[src/rtl/ex_wb_pipe_if.sv]
// Execute-to-writeback handshake bundle: valid/ready plus the result payload.
// The master drives valid and payload; the slave answers with ready.
interface ex_wb_pipe_if #(
    parameter int REGI_BITS = 4,
    parameter int VECT_BITS = 2,
    parameter int REGI_SIZE = 16,
    parameter int VECT_SIZE = 8,
    parameter int ELEM_SIZE = 8
) ();
    logic                           valid;
    logic                           ready;
    logic [REGI_SIZE-1:0]           int_res;
    logic [ELEM_SIZE*VECT_SIZE-1:0] vec_res;
    logic [REGI_BITS-1:0]           rd_int;
    logic [VECT_BITS-1:0]           rd_vec;
    logic                           wr_int;
    logic                           wr_vec;
    logic [1:0]                     alu_flags;

    modport master (
        output valid, int_res, vec_res, rd_int, rd_vec, wr_int, wr_vec, alu_flags,
        input  ready
    );

    modport slave (
        input  valid, int_res, vec_res, rd_int, rd_vec, wr_int, wr_vec, alu_flags,
        output ready
    );
endinterface

[src/rtl/ex_wb_pipe.sv]
// Elastic EX->WB pipeline register with a 2-entry skid buffer and a flop-driven ready.
// Optional stall counter and full flag: define EX_WB_PIPE_STALL_CNT_EN.
module ex_wb_pipe #(
    parameter int REGI_BITS = 4,
    parameter int VECT_BITS = 2,
    parameter int REGI_SIZE = 16,
    parameter int VECT_SIZE = 8,
    parameter int ELEM_SIZE = 8
) (
    input  logic         clk_i,
    input  logic         rst_i,
    input  logic         flush_i,
    ex_wb_pipe_if.slave  in_if,
    ex_wb_pipe_if.master out_if
`ifdef EX_WB_PIPE_STALL_CNT_EN
    ,
    output logic [15:0]  stall_cnt_o,
    output logic         full_o
`endif
);

    typedef struct packed {
        logic [REGI_SIZE-1:0]           int_res;
        logic [ELEM_SIZE*VECT_SIZE-1:0] vec_res;
        logic [REGI_BITS-1:0]           rd_int;
        logic [VECT_BITS-1:0]           rd_vec;
        logic                           wr_int;
        logic                           wr_vec;
        logic [1:0]                     alu_flags;
    } payload_t;

    // Bit 0 of the encoding is "main valid", so valid_o comes straight off a flop.
    typedef enum logic [1:0] {
        ST_EMPTY = 2'b00,
        ST_BUSY  = 2'b01,
        ST_FULL  = 2'b11
    } state_t;

    state_t   state_q, state_d;
    logic     ready_q, ready_d;
    payload_t main_q,  main_d;
    payload_t skid_q,  skid_d;
    payload_t in_pl;
    logic     in_xfer;
    logic     out_xfer;
    logic     valid;

    assign in_pl = {in_if.int_res, in_if.vec_res, in_if.rd_int, in_if.rd_vec,
                    in_if.wr_int, in_if.wr_vec, in_if.alu_flags};

    assign valid    = state_q[0];
    assign in_xfer  = in_if.valid && ready_q;
    assign out_xfer = valid && out_if.ready;

    // NOTE: every signal written here gets a default first, so no path leaves it
    // unassigned and no latch is inferred.
    always_comb begin
        state_d = state_q;
        main_d  = main_q;
        skid_d  = skid_q;

        unique case (state_q)
            ST_EMPTY: begin
                if (in_xfer) begin
                    main_d  = in_pl;
                    state_d = ST_BUSY;
                end
            end
            ST_BUSY: begin
                if (in_xfer && out_xfer) begin
                    main_d = in_pl;
                end else if (in_xfer) begin
                    skid_d  = in_pl;
                    state_d = ST_FULL;
                end else if (out_xfer) begin
                    state_d = ST_EMPTY;
                end
            end
            ST_FULL: begin
                if (out_xfer) begin
                    main_d  = skid_q;
                    state_d = ST_BUSY;
                end
            end
            default: state_d = ST_EMPTY;
        endcase

        // Flush wins over any transfer in the same cycle; payload may go stale.
        if (flush_i) begin
            state_d = ST_EMPTY;
        end

        ready_d = (state_d != ST_FULL);
    end

    // NOTE: sequential state uses non-blocking assignments so every flop samples
    // pre-edge values regardless of block ordering.
    // NOTE: payload flops are reset too because the outputs must read 0 in reset,
    // not just be marked invalid.
    always_ff @(posedge clk_i or negedge rst_i) begin
        if (!rst_i) begin
            state_q <= ST_EMPTY;
            ready_q <= 1'b1;
            main_q  <= '0;
            skid_q  <= '0;
        end else begin
            state_q <= state_d;
            ready_q <= ready_d;
            main_q  <= main_d;
            skid_q  <= skid_d;
        end
    end

    assign in_if.ready      = ready_q;
    assign out_if.valid     = valid;
    assign out_if.int_res   = main_q.int_res;
    assign out_if.vec_res   = main_q.vec_res;
    assign out_if.rd_int    = main_q.rd_int;
    assign out_if.rd_vec    = main_q.rd_vec;
    assign out_if.alu_flags = main_q.alu_flags;
    // An invalid slot must never write the register files.
    assign out_if.wr_int    = main_q.wr_int & valid;
    assign out_if.wr_vec    = main_q.wr_vec & valid;

`ifdef EX_WB_PIPE_STALL_CNT_EN
    logic [15:0] stall_cnt_q, stall_cnt_d;
    logic        full_q,      full_d;

    always_comb begin
        stall_cnt_d = stall_cnt_q;
        if (valid && !out_if.ready && (stall_cnt_q != 16'hFFFF)) begin
            stall_cnt_d = stall_cnt_q + 16'd1;
        end
        full_d = (state_d == ST_FULL);
    end

    // Only reset clears the counter; flush deliberately leaves it alone.
    always_ff @(posedge clk_i or negedge rst_i) begin
        if (!rst_i) begin
            stall_cnt_q <= '0;
            full_q      <= 1'b0;
        end else begin
            stall_cnt_q <= stall_cnt_d;
            full_q      <= full_d;
        end
    end

    assign stall_cnt_o = stall_cnt_q;
    assign full_o      = full_q;
`endif

endmodule

[src/flat_wrapper.sv]
// flat-port wrapper written by rule: the top's interface ports become plain ports
module ex_wb_pipe_flat 
#(
    parameter int REGI_BITS = 4,
    parameter int VECT_BITS = 2,
    parameter int REGI_SIZE = 16,
    parameter int VECT_SIZE = 8,
    parameter int ELEM_SIZE = 8
)
  (clk_i, rst_i, flush_i, in_if_valid, in_if_int_res, in_if_vec_res, in_if_rd_int, in_if_rd_vec, in_if_wr_int, in_if_wr_vec, in_if_alu_flags, in_if_ready, out_if_valid, out_if_int_res, out_if_vec_res, out_if_rd_int, out_if_rd_vec, out_if_wr_int, out_if_wr_vec, out_if_alu_flags, out_if_ready);
  ex_wb_pipe_if #(.REGI_BITS(REGI_BITS), .VECT_BITS(VECT_BITS), .REGI_SIZE(REGI_SIZE), .VECT_SIZE(VECT_SIZE), .ELEM_SIZE(ELEM_SIZE)) in_if_i ();
  ex_wb_pipe_if #(.REGI_BITS(REGI_BITS), .VECT_BITS(VECT_BITS), .REGI_SIZE(REGI_SIZE), .VECT_SIZE(VECT_SIZE), .ELEM_SIZE(ELEM_SIZE)) out_if_i ();
  input  logic clk_i;
  input  logic rst_i;
  input  logic flush_i;
  input wire logic [$bits(in_if_i.valid)-1:0] in_if_valid;
  input wire logic [$bits(in_if_i.int_res)-1:0] in_if_int_res;
  input wire logic [$bits(in_if_i.vec_res)-1:0] in_if_vec_res;
  input wire logic [$bits(in_if_i.rd_int)-1:0] in_if_rd_int;
  input wire logic [$bits(in_if_i.rd_vec)-1:0] in_if_rd_vec;
  input wire logic [$bits(in_if_i.wr_int)-1:0] in_if_wr_int;
  input wire logic [$bits(in_if_i.wr_vec)-1:0] in_if_wr_vec;
  input wire logic [$bits(in_if_i.alu_flags)-1:0] in_if_alu_flags;
  output wire logic [$bits(in_if_i.ready)-1:0] in_if_ready;
  output wire logic [$bits(out_if_i.valid)-1:0] out_if_valid;
  output wire logic [$bits(out_if_i.int_res)-1:0] out_if_int_res;
  output wire logic [$bits(out_if_i.vec_res)-1:0] out_if_vec_res;
  output wire logic [$bits(out_if_i.rd_int)-1:0] out_if_rd_int;
  output wire logic [$bits(out_if_i.rd_vec)-1:0] out_if_rd_vec;
  output wire logic [$bits(out_if_i.wr_int)-1:0] out_if_wr_int;
  output wire logic [$bits(out_if_i.wr_vec)-1:0] out_if_wr_vec;
  output wire logic [$bits(out_if_i.alu_flags)-1:0] out_if_alu_flags;
  input wire logic [$bits(out_if_i.ready)-1:0] out_if_ready;
  assign in_if_i.valid = in_if_valid;
  assign in_if_i.int_res = in_if_int_res;
  assign in_if_i.vec_res = in_if_vec_res;
  assign in_if_i.rd_int = in_if_rd_int;
  assign in_if_i.rd_vec = in_if_rd_vec;
  assign in_if_i.wr_int = in_if_wr_int;
  assign in_if_i.wr_vec = in_if_wr_vec;
  assign in_if_i.alu_flags = in_if_alu_flags;
  assign in_if_ready = in_if_i.ready;
  assign out_if_valid = out_if_i.valid;
  assign out_if_int_res = out_if_i.int_res;
  assign out_if_vec_res = out_if_i.vec_res;
  assign out_if_rd_int = out_if_i.rd_int;
  assign out_if_rd_vec = out_if_i.rd_vec;
  assign out_if_wr_int = out_if_i.wr_int;
  assign out_if_wr_vec = out_if_i.wr_vec;
  assign out_if_alu_flags = out_if_i.alu_flags;
  assign out_if_i.ready = out_if_ready;
  ex_wb_pipe #(.REGI_BITS(REGI_BITS), .VECT_BITS(VECT_BITS), .REGI_SIZE(REGI_SIZE), .VECT_SIZE(VECT_SIZE), .ELEM_SIZE(ELEM_SIZE)) u_core (.clk_i(clk_i), .rst_i(rst_i), .flush_i(flush_i), .in_if(in_if_i), .out_if(out_if_i));
endmodule
[config.mk]
export PLATFORM = sky130hd
export DESIGN_NAME = ex_wb_pipe_flat
export DESIGN_NICKNAME = d
export VERILOG_FILES = /design/src/rtl/ex_wb_pipe_if.sv /design/src/rtl/ex_wb_pipe.sv /design/src/flat_wrapper.sv
export SDC_FILE = /design/constraint.sdc
export NUM_CORES = 1
export LEC_CHECK = 0
export CORE_MARGIN = 1
export CORE_UTILIZATION = 45
export CTS_CLUSTER_DIAMETER = 200
export CTS_CLUSTER_SIZE = 20
export DETAILED_ROUTE_END_ITERATION = 8
export GPL_ROUTABILITY_DRIVEN = 1
export PLACE_DENSITY = 0.8
export SLEW_MARGIN = 10
export SYNTH_ARGS = -nofsm -noshare
export SYNTH_HDL_FRONTEND = slang
export SYNTH_SLANG_ARGS = --single-unit
[constraint.sdc]
create_clock -name clk_i -period 2.2 [get_ports clk_i]
set_input_delay 0.22 -clock clk_i [delete_from_list [all_inputs] [get_ports clk_i]]
set_output_delay 0.22 -clock clk_i [all_outputs]
set_load 0.02 [all_outputs]
## Word-level counts from Yosys, hierarchy flattened

Index checks and enable logic that the tools add are counted.

| word-level totals | value |
|---|---|
| register bits | 183 |
| latch bits | 0 |
| memory bits (writable) | 0 |
| bits in read-only memories | 0 |
| input port bits | 95 |
| output and inout port bits | 92 |
| word-level logic and storage cells | 43 |
| memories | 0 |

| operators by class | value |
|---|---|
| $add $sub $neg | 0 |
| multipliers | 0 |
| div/mod/pow operators | 0 |
| $lt $le $gt $ge | 0 |
| equality and inequality tests | 6 |
| shift-type cells | 0 |
| multiplexer cells | 11 |
| bitwise operators | 3 |
| reduce and logical (&&, ||, !) cells | 7 |

Operators by type and width:

| operator | count |
|---|---|
| $mux 90 | 3 |
| $pmux 90 s3 | 1 |
| $mux 2 | 6 |
| $ne 2x1->1 const B | 3 |
| $pmux 2 s3 | 1 |
| $reduce_and 4->1 | 1 |
| $logic_and 1x1->1 | 3 |
| $reduce_and 3->1 | 1 |
| $reduce_bool 3->1 | 1 |
| $and 1x1->1 | 2 |
| $eq 2x1->1 const B | 1 |
| $eq 2x2->1 const B | 1 |
| $logic_not 2->1 | 1 |
| $ne 2x2->1 const B | 1 |
| $not 1->1 | 1 |

## Longest topological paths before layout

Gate-level depths: netlist of run 1.

| depth | value |
|---|---|
| word-level depth | 7 |
| depth in mapped cells | 4 |

## Least setup slack after synthesis of run 1

OpenSTA, ideal clock, no wires.

| timing path | value |
|---|---|
| path kind | register to register |
| start | reg u_core.ready_q (netlist: u_core.in_if.ready) |
| end | reg u_core.main_q, in the netlist u_core.out_if.int_res[1] |
| setup time | 0.125 ns |
| arrival | 1.742 ns |
| required time | 2.075 ns |
| setup slack | 0.334 ns |
| cell stages (with the launch flop) | 5 |
| path buffers | 1 |
| period minus slack after synthesis | 1.866 ns |
| cell sequence | dfstp_2 a21oi_1 a211oi_4 buf_6 mux2_2 |

| on the way | value |
|---|---|
| longest elaborated chain between the ends | 4 |
| elaborated cells between the ends (all ways) | 5 |
| those cells by class | eq/ne: 2; reduce/logical: 3 |

RTL lines:

| item | line | source |
|---|---|---|
| start, declared | ex_wb_pipe.sv:40 | `logic ready_q, ready_d;` |
| start signal, assigned | ex_wb_pipe.sv:108 | `ready_q <= ready_d;` |
| $logic_and 1x1->1 * | ex_wb_pipe.sv:52 | `assign in_xfer = in_if.valid && ready_q;` |
| $logic_and 1x1->1 | ex_wb_pipe.sv:70 | `if (in_xfer && out_xfer) begin` |
| $ne 2x1->1 (no source line) | -- |  |
| $reduce_and 4->1 (no source line) * | -- |  |
| end signal, assigned | ex_wb_pipe.sv:109 | `main_q <= main_d;` |
| end, declared | ex_wb_pipe.sv:41 | `payload_t main_q, main_d;` |

Mark *: on every way between the ends. The rest lies on a longest branch, timed or not.
A chain may end at the register's enable or synchronous reset.

## Final worst setup path of run 1

| timing path | value |
|---|---|
| start | reg u_core.state_q[0] |
| end | out out_if_wr_int |

| on the way | value |
|---|---|
| longest elaborated chain between the ends | 1 |

RTL lines:

| item | line | source |
|---|---|---|
| start, declared | ex_wb_pipe.sv:39 | `state_t state_q, state_d;` |
| start signal, assigned | ex_wb_pipe.sv:107 | `state_q <= state_d;` |
| $and 1x1->1 | ex_wb_pipe.sv:122 | `assign out_if.wr_int = main_q.wr_int & valid;` |
| end, declared | flat_wrapper.sv:30 | `output wire logic [$bits(out_if_i.wr_int)-1:0] out_if_wr_int;` |

Every way passes these cells.

==> results of run 1 <==
## routing by layer
| metal | share of wire | vias to the layer above | GRT usage | wire, um |
|---|---|---|---|---|
| met5 | 0 | - | 0 | 0 |
| met4 | 0.0093 | 0 | 0.0526 | 152 |
| met3 | 0.051 | 11 | 0.0445 | 831 |
| met2 | 0.50 | 117 | 0.298 | 8210 |
| met1 | 0.44 | 2440 | 0.209 | 7110 |
| li1 | - | 2167 | - | - |
## metrics by stage
stage	setup WS (ps)	hold slack [ps]
3_5_place_dp	186	250
6_report	211	353
5_1_grt	151	359
3_3_place_gp	225	238
2_1_floorplan	334	-75.6
4_1_cts	190	347
## logic make-up (layout without fill, tap and decap cells)
group,after synthesis,count (layout)
DFF,183,183
AOI/OAI and AO/OA,4,4
muxes,270,270
buffers and inverters,117,236
and+or+nand+nor,8,8
## worst max-delay path, stage by stage (launching register included)
cell and delay, ps:
dfrtp_1 560, and2_1 190, clkdlybuf4s50_1 600
## layout by cell type, fill, tap and decap left out, drive strengths merged
cell type and n:
nand3b 1, buf 16, o21ai 1, bufinv 1, clkinvlp 5, a211oi 1, and2 2, nor2b 1
nand2 1, clkdlybuf4s50 185, dlygate4sd3 1, nor2 1, inv 7, dfstp 1, mux2 270, or3 1
a21oi 2, nand2b 1, dfrtp 182, clkinv 3, clkbuf 18
## layout make-up
type                       count  area [sq um]  share of cell area
timing repair buffer         202          2090               0.194
tap                          260           325              0.0303
sequential                   183          4580               0.427
inverter                       2          7.51            0.000699
clock buffer                  18           439              0.0409
multi-input combinational    282          3150               0.294
clock inverter                14           141              0.0132
## path summary, 6_finish.rpt
check	end	slack [ps]	depth (start not counted)
min reg2reg	u_core.skid_q[84]	500	1
max in group asynchronous	u_core.skid_q[36]	1140	3
min	u_core.out_if.vec_res[21]	350	2
max	out_if_wr_int	210	2
min in group clk_i	u_core.state_q[0]	370	2
max reg2reg	u_core.out_if.vec_res[48]	380	4
## power by group through the flow
stage	clock network, mW	registers [mW]	logic [mW]
after detailed placement	0	4.48	2.12
after global placement	0	4.43	2.05
final	2.98	4.42	2.10
after global routing	3.20	4.52	2.24
after floorplan	0	4.35	1.58
after CTS	3.07	4.43	2.13
## registers in the layout (all words and copies together), names as in the netlist
| register | cells |
|---|---|
| u_core.main_q | 2 |
| u_core.in_if.ready | 1 |
| u_core.state_q | 2 |
| u_core.out_if.vec_res | 64 |
| u_core.out_if.rd_vec | 2 |
| u_core.out_if.alu_flags | 2 |
| u_core.out_if.rd_int | 4 |
| u_core.skid_q | 90 |
| u_core.out_if.int_res | 16 |
==> impl_metrics.json, run 1 <==
{
  "drt_iter0_markers": 106,
  "slew_headroom": 0.613,
  "gp_congestion": 0.734,
  "first_global_vias": 5422,
  "vias_per_cell": 4.93,
  "drv_slew": 0,
  "grt_max_degree": 60,
  "path_class": "flip-flop to output pin",
  "drive_above_1_share": 0.461,
  "synth_xor_area_frac": 0,
  "fill_cells": 1479,
  "die_h_um": 141,
  "syn_area_sq_um": 8700,
  "power_switching_mw": 2.57,
  "final_antenna_net_count": 0,
  "rsz0062_at_grt": "no",
  "ys_warn_count": 0,
  "fmax_mhz": 503,
  "seqPwrFrac": 0.465,
  "synth-edff-count": 0,
  "combPwrFrac": 0.221,
  "yosys-top-cells-count": "mux2_2, dfrtp_1, buf_4, buf_6, mux2_4",
  "ys_seq_elements": 183,
  "grt.overflow.total": 0,
  "synth.distinct_cells": 18,
  "syn-num-nets": 677,
  "start_kind": "flip-flop",
  "num_vias": 4735,
  "status": "finished, final reports clean",
  "max-vdd-ir-drop_mv": 0.511,
  "antenna_cells": 0,
  "cts_resized": 0,
  "routed_wl_mm": 16.3,
  "synth_fa_ha_area_frac": 0,
  "synth_area_leaders": "dfrtp_1, mux2_2, buf_4, buf_6, mux2_4",
  "dp.cells": 928,
  "synth_cells": 582,
  "p_sw_frac": 0.271,
  "cts_buffers": 17,
  "hold_viol": 0,
  "clockBufferDepth": 2,
  "grt_pass1_wl_mm": 26.8,
  "fin_skew_ps": 9.77,
  "synth_top_family_by_area": "multiplexers",
  "cap_viol_max_count": 0,
  "area_delta_synth_final_pct": 23.3,
  "insertion_delay_ps": 420,
  "die-area_sq_um": 19900,
  "layout.cells.non_filler": 961,
  "fp.coreArea_sq_um": 18800,
  "synthSimpleGateAreaFrac": 0.00618,
  "r2r-start": "u_core.state_q[0]",
  "path_max_fanout": 8,
  "muxShareOfSynthArea": 0.351,
  "clock-sinks": 183,
  "track_usage": 0.172,
  "die_width_um": 141,
  "hold_class": "primary input to async pin",
  "p_leak_nw": 4.43,
  "ios": 187,
  "drc": 0,
  "endpoint_kind": "output pin",
  "min_period_over_period": 0.904,
  "yosysSeqAreaShare": 0.526,
  "pwr-share-clk": 0.314,
  "p_int_mw": 6.93,
  "placed_cell_area_sq_um": 10100,
  "cts_max_level": 4,
  "setup-tns-final_ps": 0,
  "initial_core_util": 0.462,
  "antenna_found_initial": 0,
  "fin_area_sq_um": 10700,
  "post-route-util": 0.570,
  "dr.pass1.iters": 4,
  "post_cts_buffers": 0,
  "p_total_mw": 9.50,
  "nets": 783,
  "synth.most_common_cell": "mux2_2",
  "cp.arrival_ps": 1770,
  "cts_tree": "done",
  "netlist.area_leader.share": 0.523,
  "hpwl_mm": 11.1,
  "synth_compound_area_frac": 0.00403,
  "cp_data_required_time_ps": 1980,
  "synthFlopType": "dfrtp_1",
  "min_period_ps": 1990,
  "path_clk_slew_ps": 70,
  "finalSetupViolCount": 0,
  "drt-wirelength-per-cell_um": 17.0,
  "io_buffers": 186,
  "yosys.area.top_type": "dfrtp_1",
  "p_per_area_nw_per_um2": 885,
  "cp-startpoint": "u_core.state_q[0]",
  "postSynthAreaPerCell_sq_um": 15.0,
  "cts_hold_buf": 1,
  "ys_async_sr_fraction": 1.00,
  "clock-root-buffer": "clkbuf_16",
  "worst_pin_slew_ps": 581,
  "rows": 50
}
No activity file was read; power rests on OpenSTA's default activity.
==> inputs of run 2 (changes only) <==
Settings changed: CTS_CLUSTER_DIAMETER 200 to 40.
==> results of run 2 <==
The final DEF is identical to that of run 1; final timing and power are the same.
==> inputs of run 3 (changes only) <==
Settings changed: ABC_CLOCK_PERIOD_IN_PS set to 2200.
==> results of run 3 <==
The final DEF is identical to that of run 1; final timing and power are the same.
